--- src/rtl/color_blob_centroid_pkg.sv ---
// Shared types and default geometry for the colour-blob centroid tracker.
// Default widths are derived from the active window so the accumulators cannot overflow.
package color_blob_centroid_pkg;

    typedef enum logic [1:0] {
        ST_IDLE,
        ST_DIV_X,
        ST_DIV_Y,
        ST_PUBLISH
    } state_t;

    localparam int H_ACTIVE_DEF   = 640;
    localparam int V_ACTIVE_DEF   = 480;
    localparam int XW_DEF         = $clog2(H_ACTIVE_DEF);
    localparam int YW_DEF         = $clog2(V_ACTIVE_DEF);
    localparam int CW_DEF         = $clog2(H_ACTIVE_DEF * V_ACTIVE_DEF + 1);
    localparam int SW_DEF         = $clog2(H_ACTIVE_DEF * V_ACTIVE_DEF * (H_ACTIVE_DEF - 1) + 1);
    localparam int MIN_PIXELS_DEF = 64;

    typedef struct packed {
        logic [7:0] r_min;
        logic [7:0] r_max;
        logic [7:0] g_min;
        logic [7:0] g_max;
        logic [7:0] b_min;
        logic [7:0] b_max;
    } box_t;

    // Power-up box accepts every colour.
    localparam box_t BOX_ALL = '{
        r_min: 8'd0, r_max: 8'd255,
        g_min: 8'd0, g_max: 8'd255,
        b_min: 8'd0, b_max: 8'd255
    };

    // Inclusive unsigned test; an inverted range naturally rejects everything.
    function automatic logic in_box(box_t bx, logic [7:0] r, logic [7:0] g, logic [7:0] b);
        return (r >= bx.r_min) && (r <= bx.r_max) &&
               (g >= bx.g_min) && (g <= bx.g_max) &&
               (b >= bx.b_min) && (b <= bx.b_max);
    endfunction

endpackage

--- src/rtl/color_blob_centroid_seq_divider.sv ---
// Unsigned restoring divider, one quotient bit per cycle.
// done pulses SW+1 cycles after start; abort drops an in-flight division silently.
module seq_divider #(
    parameter int SW = 28,
    parameter int CW = 19
) (
    input  logic          pclk,
    input  logic          reset_n,
    input  logic          start,
    input  logic          abort,
    input  logic [SW-1:0] dividend,
    input  logic [CW-1:0] divisor,
    output logic [SW-1:0] quotient,
    output logic          done
);

    localparam int NW = $clog2(SW + 1);

    logic [NW-1:0] cnt;
    logic          busy;
    logic [CW-1:0] rem;
    logic [CW-1:0] dvs;
    logic [SW-1:0] quo;
    logic [CW:0]   rem_sh;
    logic [CW:0]   diff;

    // The dividend register doubles as the quotient shift register.
    always_comb begin
        rem_sh = {rem, quo[SW-1]};
        diff   = rem_sh - {1'b0, dvs};
    end

    always_ff @(posedge pclk) begin
        if (!reset_n) begin
            busy <= 1'b0;
            done <= 1'b0;
            cnt  <= '0;
            rem  <= '0;
            dvs  <= '0;
            quo  <= '0;
        end else begin
            done <= 1'b0;
            if (abort) begin
                busy <= 1'b0;
            end else if (start) begin
                busy <= 1'b1;
                cnt  <= NW'(SW);
                rem  <= '0;
                dvs  <= divisor;
                quo  <= dividend;
            end else if (busy) begin
                rem <= diff[CW] ? rem_sh[CW-1:0] : diff[CW-1:0];
                quo <= {quo[SW-2:0], ~diff[CW]};
                cnt <= cnt - NW'(1);
                if (cnt == NW'(1)) begin
                    busy <= 1'b0;
                    done <= 1'b1;
                end
            end
        end
    end

    assign quotient = quo;

endmodule

--- src/rtl/color_blob_centroid.sv ---
// Thresholds RGB pixel pairs against a per-frame colour box, accumulates match
// coordinates, and divides the sums at each vsync to publish the blob centroid.
module color_blob_centroid
    import color_blob_centroid_pkg::*;
#(
    parameter int H_ACTIVE   = H_ACTIVE_DEF,
    parameter int V_ACTIVE   = V_ACTIVE_DEF,
    parameter int XW         = XW_DEF,
    parameter int YW         = YW_DEF,
    parameter int CW         = CW_DEF,
    parameter int SW         = SW_DEF,
    parameter int MIN_PIXELS = MIN_PIXELS_DEF
) (
    input  logic          pclk,
    input  logic          reset_n,
    input  logic          href,
    input  logic          vsync,
    input  logic          pair_valid,
    input  logic [7:0]    r1,
    input  logic [7:0]    g1,
    input  logic [7:0]    b1,
    input  logic [7:0]    r2,
    input  logic [7:0]    g2,
    input  logic [7:0]    b2,
    input  logic [7:0]    r_min,
    input  logic [7:0]    r_max,
    input  logic [7:0]    g_min,
    input  logic [7:0]    g_max,
    input  logic [7:0]    b_min,
    input  logic [7:0]    b_max,
    output logic [XW-1:0] cx,
    output logic [YW-1:0] cy,
    output logic [CW-1:0] pix_count,
    output logic          found,
    output logic          result_valid,
    output logic          overrun
);

    localparam logic [XW:0]   H_LIM   = (XW + 1)'(H_ACTIVE);
    localparam logic [YW-1:0] V_LIM   = YW'(V_ACTIVE);
    localparam logic [CW-1:0] MIN_CNT = CW'(MIN_PIXELS);

    logic          vs_q, vs_qq, href_q;
    logic          frame_end, href_fall;
    box_t          th;
    logic [XW-1:0] x;
    logic [YW-1:0] y;
    logic [XW:0]   x0, x1;
    logic          m1, m2, acc_en;
    logic [1:0]    m_cnt;
    logic [SW-1:0] sx_inc, sy_inc;
    logic [CW-1:0] acc_count, lat_count;
    logic [SW-1:0] acc_sx, acc_sy, lat_sx, lat_sy;

    state_t        state, state_d;
    logic          started;
    logic          div_start, div_done;
    logic [SW-1:0] div_q;
    logic          qx_load, pub_load, pub_zero;
    logic [XW-1:0] qx;
    logic          unused_q;

    assign frame_end = vs_q & ~vs_qq;
    assign href_fall = href_q & ~href;

    always_ff @(posedge pclk) begin
        if (!reset_n) begin
            vs_q   <= 1'b0;
            vs_qq  <= 1'b0;
            href_q <= 1'b0;
            th     <= BOX_ALL;
        end else begin
            vs_q   <= vsync;
            vs_qq  <= vs_q;
            href_q <= href;
            if (frame_end)
                th <= '{r_min: r_min, r_max: r_max, g_min: g_min,
                        g_max: g_max, b_min: b_min, b_max: b_max};
        end
    end

    // Raster position; y parks at V_ACTIVE so trailing lines are discarded.
    always_ff @(posedge pclk) begin
        if (!reset_n || vsync) begin
            x <= '0;
            y <= '0;
        end else if (href_fall) begin
            x <= '0;
            if (y < V_LIM)
                y <= y + YW'(1);
        end else if (pair_valid) begin
            x <= x + XW'(2);
        end
    end

    always_comb begin
        x0     = {1'b0, x};
        x1     = x0 + (XW + 1)'(1);
        acc_en = pair_valid & ~vsync & (y < V_LIM);
        m1     = in_box(th, r1, g1, b1) && (x0 < H_LIM);
        m2     = in_box(th, r2, g2, b2) && (x1 < H_LIM);
        m_cnt  = {1'b0, m1} + {1'b0, m2};
        sx_inc = (m1 ? SW'(x0) : '0) + (m2 ? SW'(x1) : '0);
        sy_inc = '0;
        if (m1) sy_inc = SW'(y);
        if (m2) sy_inc = sy_inc + SW'(y);
    end

    // vsync is already high when frame_end fires, so the handoff never races a pixel.
    always_ff @(posedge pclk) begin
        if (!reset_n) begin
            acc_count <= '0;
            acc_sx    <= '0;
            acc_sy    <= '0;
            lat_count <= '0;
            lat_sx    <= '0;
            lat_sy    <= '0;
        end else if (frame_end) begin
            lat_count <= acc_count;
            lat_sx    <= acc_sx;
            lat_sy    <= acc_sy;
            acc_count <= '0;
            acc_sx    <= '0;
            acc_sy    <= '0;
        end else if (acc_en) begin
            acc_count <= acc_count + CW'(m_cnt);
            acc_sx    <= acc_sx + sx_inc;
            acc_sy    <= acc_sy + sy_inc;
        end
    end

    always_comb begin
        state_d   = state;
        div_start = 1'b0;
        qx_load   = 1'b0;
        pub_load  = 1'b0;
        pub_zero  = 1'b0;
        case (state)
            ST_IDLE: state_d = ST_IDLE;
            ST_DIV_X: begin
                if (lat_count == '0) begin
                    pub_zero = 1'b1;
                    state_d  = ST_PUBLISH;
                end else begin
                    div_start = ~started;
                    if (div_done) begin
                        qx_load = 1'b1;
                        state_d = ST_DIV_Y;
                    end
                end
            end
            ST_DIV_Y: begin
                div_start = ~started;
                if (div_done) begin
                    pub_load = 1'b1;
                    state_d  = ST_PUBLISH;
                end
            end
            ST_PUBLISH: state_d = ST_IDLE;
            default:    state_d = ST_IDLE;
        endcase
        // A new frame end always wins: any in-flight result is dropped.
        if (frame_end) begin
            state_d   = ST_DIV_X;
            div_start = 1'b0;
            qx_load   = 1'b0;
            pub_load  = 1'b0;
            pub_zero  = 1'b0;
        end
    end

    always_ff @(posedge pclk) begin
        if (!reset_n) begin
            state   <= ST_IDLE;
            started <= 1'b0;
            qx      <= '0;
        end else begin
            state <= state_d;
            if (state_d != state || frame_end)
                started <= 1'b0;
            else if (div_start)
                started <= 1'b1;
            if (qx_load)
                qx <= div_q[XW-1:0];
        end
    end

    seq_divider #(
        .SW (SW),
        .CW (CW)
    ) u_div (
        .pclk     (pclk),
        .reset_n  (reset_n),
        .start    (div_start),
        .abort    (frame_end),
        .dividend ((state == ST_DIV_Y) ? lat_sy : lat_sx),
        .divisor  (lat_count),
        .quotient (div_q),
        .done     (div_done)
    );

    // Result registers load on entry to PUBLISH so they line up with result_valid.
    always_ff @(posedge pclk) begin
        if (!reset_n || pub_zero) begin
            cx        <= '0;
            cy        <= '0;
            pix_count <= '0;
            found     <= 1'b0;
        end else if (pub_load) begin
            cx        <= qx;
            cy        <= div_q[YW-1:0];
            pix_count <= lat_count;
            found     <= (lat_count >= MIN_CNT);
        end
    end

    assign result_valid = (state == ST_PUBLISH);
    assign overrun      = frame_end && (state == ST_DIV_X || state == ST_DIV_Y);
    assign unused_q     = ^div_q[SW-1:XW];

endmodule

--- config.mk ---
export PLATFORM = sky130hd
export DESIGN_NAME = color_blob_centroid
export DESIGN_NICKNAME = d
export VERILOG_FILES = /design/src/rtl/color_blob_centroid_pkg.sv /design/src/rtl/color_blob_centroid_seq_divider.sv /design/src/rtl/color_blob_centroid.sv
export SDC_FILE = /design/constraint.sdc
export NUM_CORES = 1
export LEC_CHECK = 0
export ABC_CLOCK_PERIOD_IN_PS = 10600
export CAP_MARGIN = 20
export CORE_ASPECT_RATIO = 0.5
export CORE_MARGIN = 2
export CORE_UTILIZATION = 35
export CTS_BUF_LIST = sky130_fd_sc_hd__clkbuf_4
export DETAILED_ROUTE_END_ITERATION = 10
export PLACE_DENSITY = 0.62
export SYNTH_ARGS = -nofsm -noshare
export SYNTH_HDL_FRONTEND = slang
export SYNTH_SLANG_ARGS = --single-unit
--- constraint.sdc ---
create_clock -name pclk -period 10.6 [get_ports pclk]
set_input_delay 3.18 -clock pclk [delete_from_list [all_inputs] [get_ports pclk]]
set_output_delay 3.18 -clock pclk [all_outputs]
set_load 0.03 [all_outputs]
==> impl_metrics.json <==
{
  "outcome": "finished clean",
  "fmax_ghz": 0.129,
  "grt_start_max_net_pins": 97,
  "post_synth_num_cell_types": 70,
  "min-delay-path-class": "reg2reg",
  "met3_routed_length_mm": 2.12,
  "htree_num_levels": 3,
  "num_vias": 15000,
  "die-height_um": 163,
  "die-width_um": 322,
  "cts_made_buffers": 85,
  "worst_ir_drop_vdd_uv": 64.0,
  "timing.final.hold_violations": 0,
  "post-route-min-period_ps": 7770,
  "cts-root-buf": "sky130_fd_sc_hd__clkbuf_4",
  "post_cts_resized": 0,
  "synthDominantAreaCellType": "sky130_fd_sc_hd__dfxtp_1",
  "synth_flop_cell": "sky130_fd_sc_hd__dfxtp_1",
  "yosys_warnings": 0,
  "design.portCount": 142,
  "synth_top_area_share_pct": 38.9,
  "count_leader_synth": "sky130_fd_sc_hd__nand2_1",
  "number_of_antenna_violations_at_the_first_check_in_global_routing": 1,
  "worstSetupEndpointType": "flip-flop",
  "number_of_global_route_vias_before_repair": 14400,
  "synthesis.instances": 2185,
  "cp_max_fo": 14,
  "detail_route.vias_per_cell": 4.95,
  "clkLatencyLatePin_ps": 800,
  "clock_skew_ps": 51.9,
  "drive_above_1_share_pct": 7.04,
  "critPathArrivalTime_ps": 8400,
  "fin_crit_share_pct": 73.3,
  "synth_area_per_cell_um2": 8.09,
  "max-clock-path-buffers": 3,
  "port-buffer-count": 141,
  "hpwlAfterDp_mm": 31.2,
  "synthTopCellsByCount": "sky130_fd_sc_hd__nand2_1 (474), sky130_fd_sc_hd__dfxtp_1 (344), sky130_fd_sc_hd__a21oi_1 (278), sky130_fd_sc_hd__ha_1 (146), sky130_fd_sc_hd__nor2_1 (132)",
  "drtIter0Drc": 898,
  "syn_to_final_growth_pct": 16.7,
  "dr.pass1.iters": 7,
  "core_um2": 50100,
  "tritoncts": "built",
  "cts_post_setup_buffers_inserted": 0,
  "route.detailed.wl_per_inst_um": 14.9,
  "synth.ff_latch_count": 344,
  "grt_first_pass_wirelength_mm": 74.3,
  "top_metal_layer_carrying_routed_signals": "met4",
  "route.detailed.drc": 0,
  "sum_of_negative_setup_slack_ps": 0,
  "worst_pin_slew_ps": 1030,
  "finalSetupViolations": 0,
  "synth.yosys.seq_area_share_pct": 38.9,
  "grt_setup_unrepaired": "no",
  "initial_utilization_pct": 35.3,
  "syn_area_um2": 17700,
  "m1WireLength_mm": 23.5,
  "met2WireLength_mm": 18.4,
  "clkTransAtPathRegs_ps": 70,
  "fp.dieArea_um2": 52400,
  "synth-edff-count": 0,
  "final_wtd_congestion": 0.850,
  "final.hold.worst_slack_ps": 446,
  "ctsHoldBuffers": 0,
  "timing.max_slew.rel_slack_pct": 31.2,
  "power.density_cell_area_nw_per_um2": 128,
  "antenna_left": 0,
  "leakagePower_uw": 0.00795,
  "grt.overflow.total": 0,
  "postSynthNetCount": 2445,
  "required_ps": 11230,
  "drt-total-wl_mm": 45.1,
  "maxSlewViolCount": 0,
  "max_cap_violations": 0,
  "finish.net_count": 2577,
  "fp-row-count": 58,
  "clock-sinks": 344,
  "async_reset_ff_share_pct": 0,
  "crit_path_start_kind": "input pin",
  "yosys-top-cells-area": "sky130_fd_sc_hd__dfxtp_1 (39%), sky130_fd_sc_hd__ha_1 (10%), sky130_fd_sc_hd__nand2_1 (10%), sky130_fd_sc_hd__a21oi_1 (7.9%), sky130_fd_sc_hd__nor2_1 (2.8%)",
  "gr-usage-all-layers_pct": 17.4,
  "critPathKind": "in2reg"
}
-- worst paths after layout --
kind / start / cells past startpoint / endpoint / slack, ps
max: r2[5] / 21 / acc_sy[23] / 2830
min: acc_sy[10] / 2 / lat_sy[10] / 450
max reg2reg: th[37] / 21 / acc_sy[23] / 5290
min reg2reg: acc_sy[10] / 2 / lat_sy[10] / 450
-- layout make-up --
cell class              count  area [µm²]
repair buffers            156        1520
clock inverters            25         150
inverters                 105         397
fillers                  5131       29400
multi-input cells        1625        9980
clock buffers             116         871
diodes                      2        5.00
flip-flops and latches    344        6890
well taps                 660         826
-- stage by stage --
stage | setup WS [ps] | util [%] | total power (µW) | area (µm²) | instances
detailed placement | 2010 | 39.2 | 1570 | 19600 | 2890
CTS | 2900 | 41.2 | 2680 | 20600 | 3031
global placement | 2100 | 39.2 | 1560 | 19600 | 2890
global route | 2410 | 41.2 | 2780 | 20600 | 3033
finish | 2830 | 41.2 | 2640 | 20600 | 3033
floorplan | 3260 | - | 1480 | 17700 | 2185
-- registers in the layout, indices dropped and copies added (netlist names), 2 cells and up --
signal,cells
th,48
acc_sx,28
acc_sy,28
lat_sx,28
lat_sy,28
u_div.quotient,28
acc_count,19
lat_count,19
pix_count,19
u_div.dvs,19
u_div.rem,19
cx,10
qx,10
cy,9
x,9
y,9
u_div.cnt,5
state,2
-- cell families (layout without fill, tap and decap cells) --
family / count (synthesis) / after routing / synth area share (%)
other: 0 / 2 / 0
xor gates and xnor gates: 83 / 83 / 4.11
and+or+nand+nor: 825 / 825 / 20.6
buffers and inverters: 216 / 402 / 4.83
muxes: 43 / 43 / 2.44
DFF: 344 / 344 / 38.9
adders and majority gates: 159 / 159 / 11.8
AOI/OAI and AO/OA: 515 / 515 / 17.3
-- cells in the final DEF (no fill, tap or decap), types with 37 or more instances in the layout --
master / synthesis / final
sky130_fd_sc_hd__a21oi_1: 278 / 278
sky130_fd_sc_hd__clkbuf_4: 0 / 116
sky130_fd_sc_hd__clkdlybuf4s50_1: 0 / 141
sky130_fd_sc_hd__dfxtp_1: 344 / 344
sky130_fd_sc_hd__ha_1: 146 / 145
sky130_fd_sc_hd__inv_1: 105 / 104
sky130_fd_sc_hd__mux2i_1: 42 / 42
sky130_fd_sc_hd__nand2_1: 474 / 473
sky130_fd_sc_hd__nand3_1: 37 / 37
sky130_fd_sc_hd__nor2_1: 132 / 132
sky130_fd_sc_hd__o21ai_0: 56 / 55
sky130_fd_sc_hd__xor2_1: 47 / 47
-- metal layers --
metal | up-vias | global-route usage, %
li1 | 7772 | -
met2 | 273 | 25.9
met4 | 0 | 5.69
met5 | - | 0
met1 | 6895 | 25.0
met3 | 83 | 3.66
-- worst max-delay path: stages --
cell and delay [ps]:
sky130_fd_sc_hd__clkdlybuf4s50_1 440, sky130_fd_sc_hd__ha_1 330, sky130_fd_sc_hd__a21o_1 190, sky130_fd_sc_hd__a21oi_1 140, sky130_fd_sc_hd__nor2b_1 60, sky130_fd_sc_hd__o22ai_1 130
sky130_fd_sc_hd__o31a_1 200, sky130_fd_sc_hd__nand4_1 130, sky130_fd_sc_hd__nor3_2 700, sky130_fd_sc_hd__xor2_1 530, sky130_fd_sc_hd__a22o_1 260, sky130_fd_sc_hd__ha_1 160
sky130_fd_sc_hd__a21o_1 90, sky130_fd_sc_hd__a21o_1 140, sky130_fd_sc_hd__a21oi_1 80, sky130_fd_sc_hd__o21ai_0 370, sky130_fd_sc_hd__a2111oi_0 190, sky130_fd_sc_hd__nor2_1 650
sky130_fd_sc_hd__nand4_1 210, sky130_fd_sc_hd__xor2_1 170, sky130_fd_sc_hd__nor2_1 50
-- power by group --
| part | switching [µW] | total [µW] | internal [µW] |
|---|---|---|---|
| Sequential | 8.72 | 1320 | 1310 |
| Clock | 569 | 1100 | 533 |
| Combinational | 128 | 219 | 91.1 |
Power figures use the tool's default switching activity.
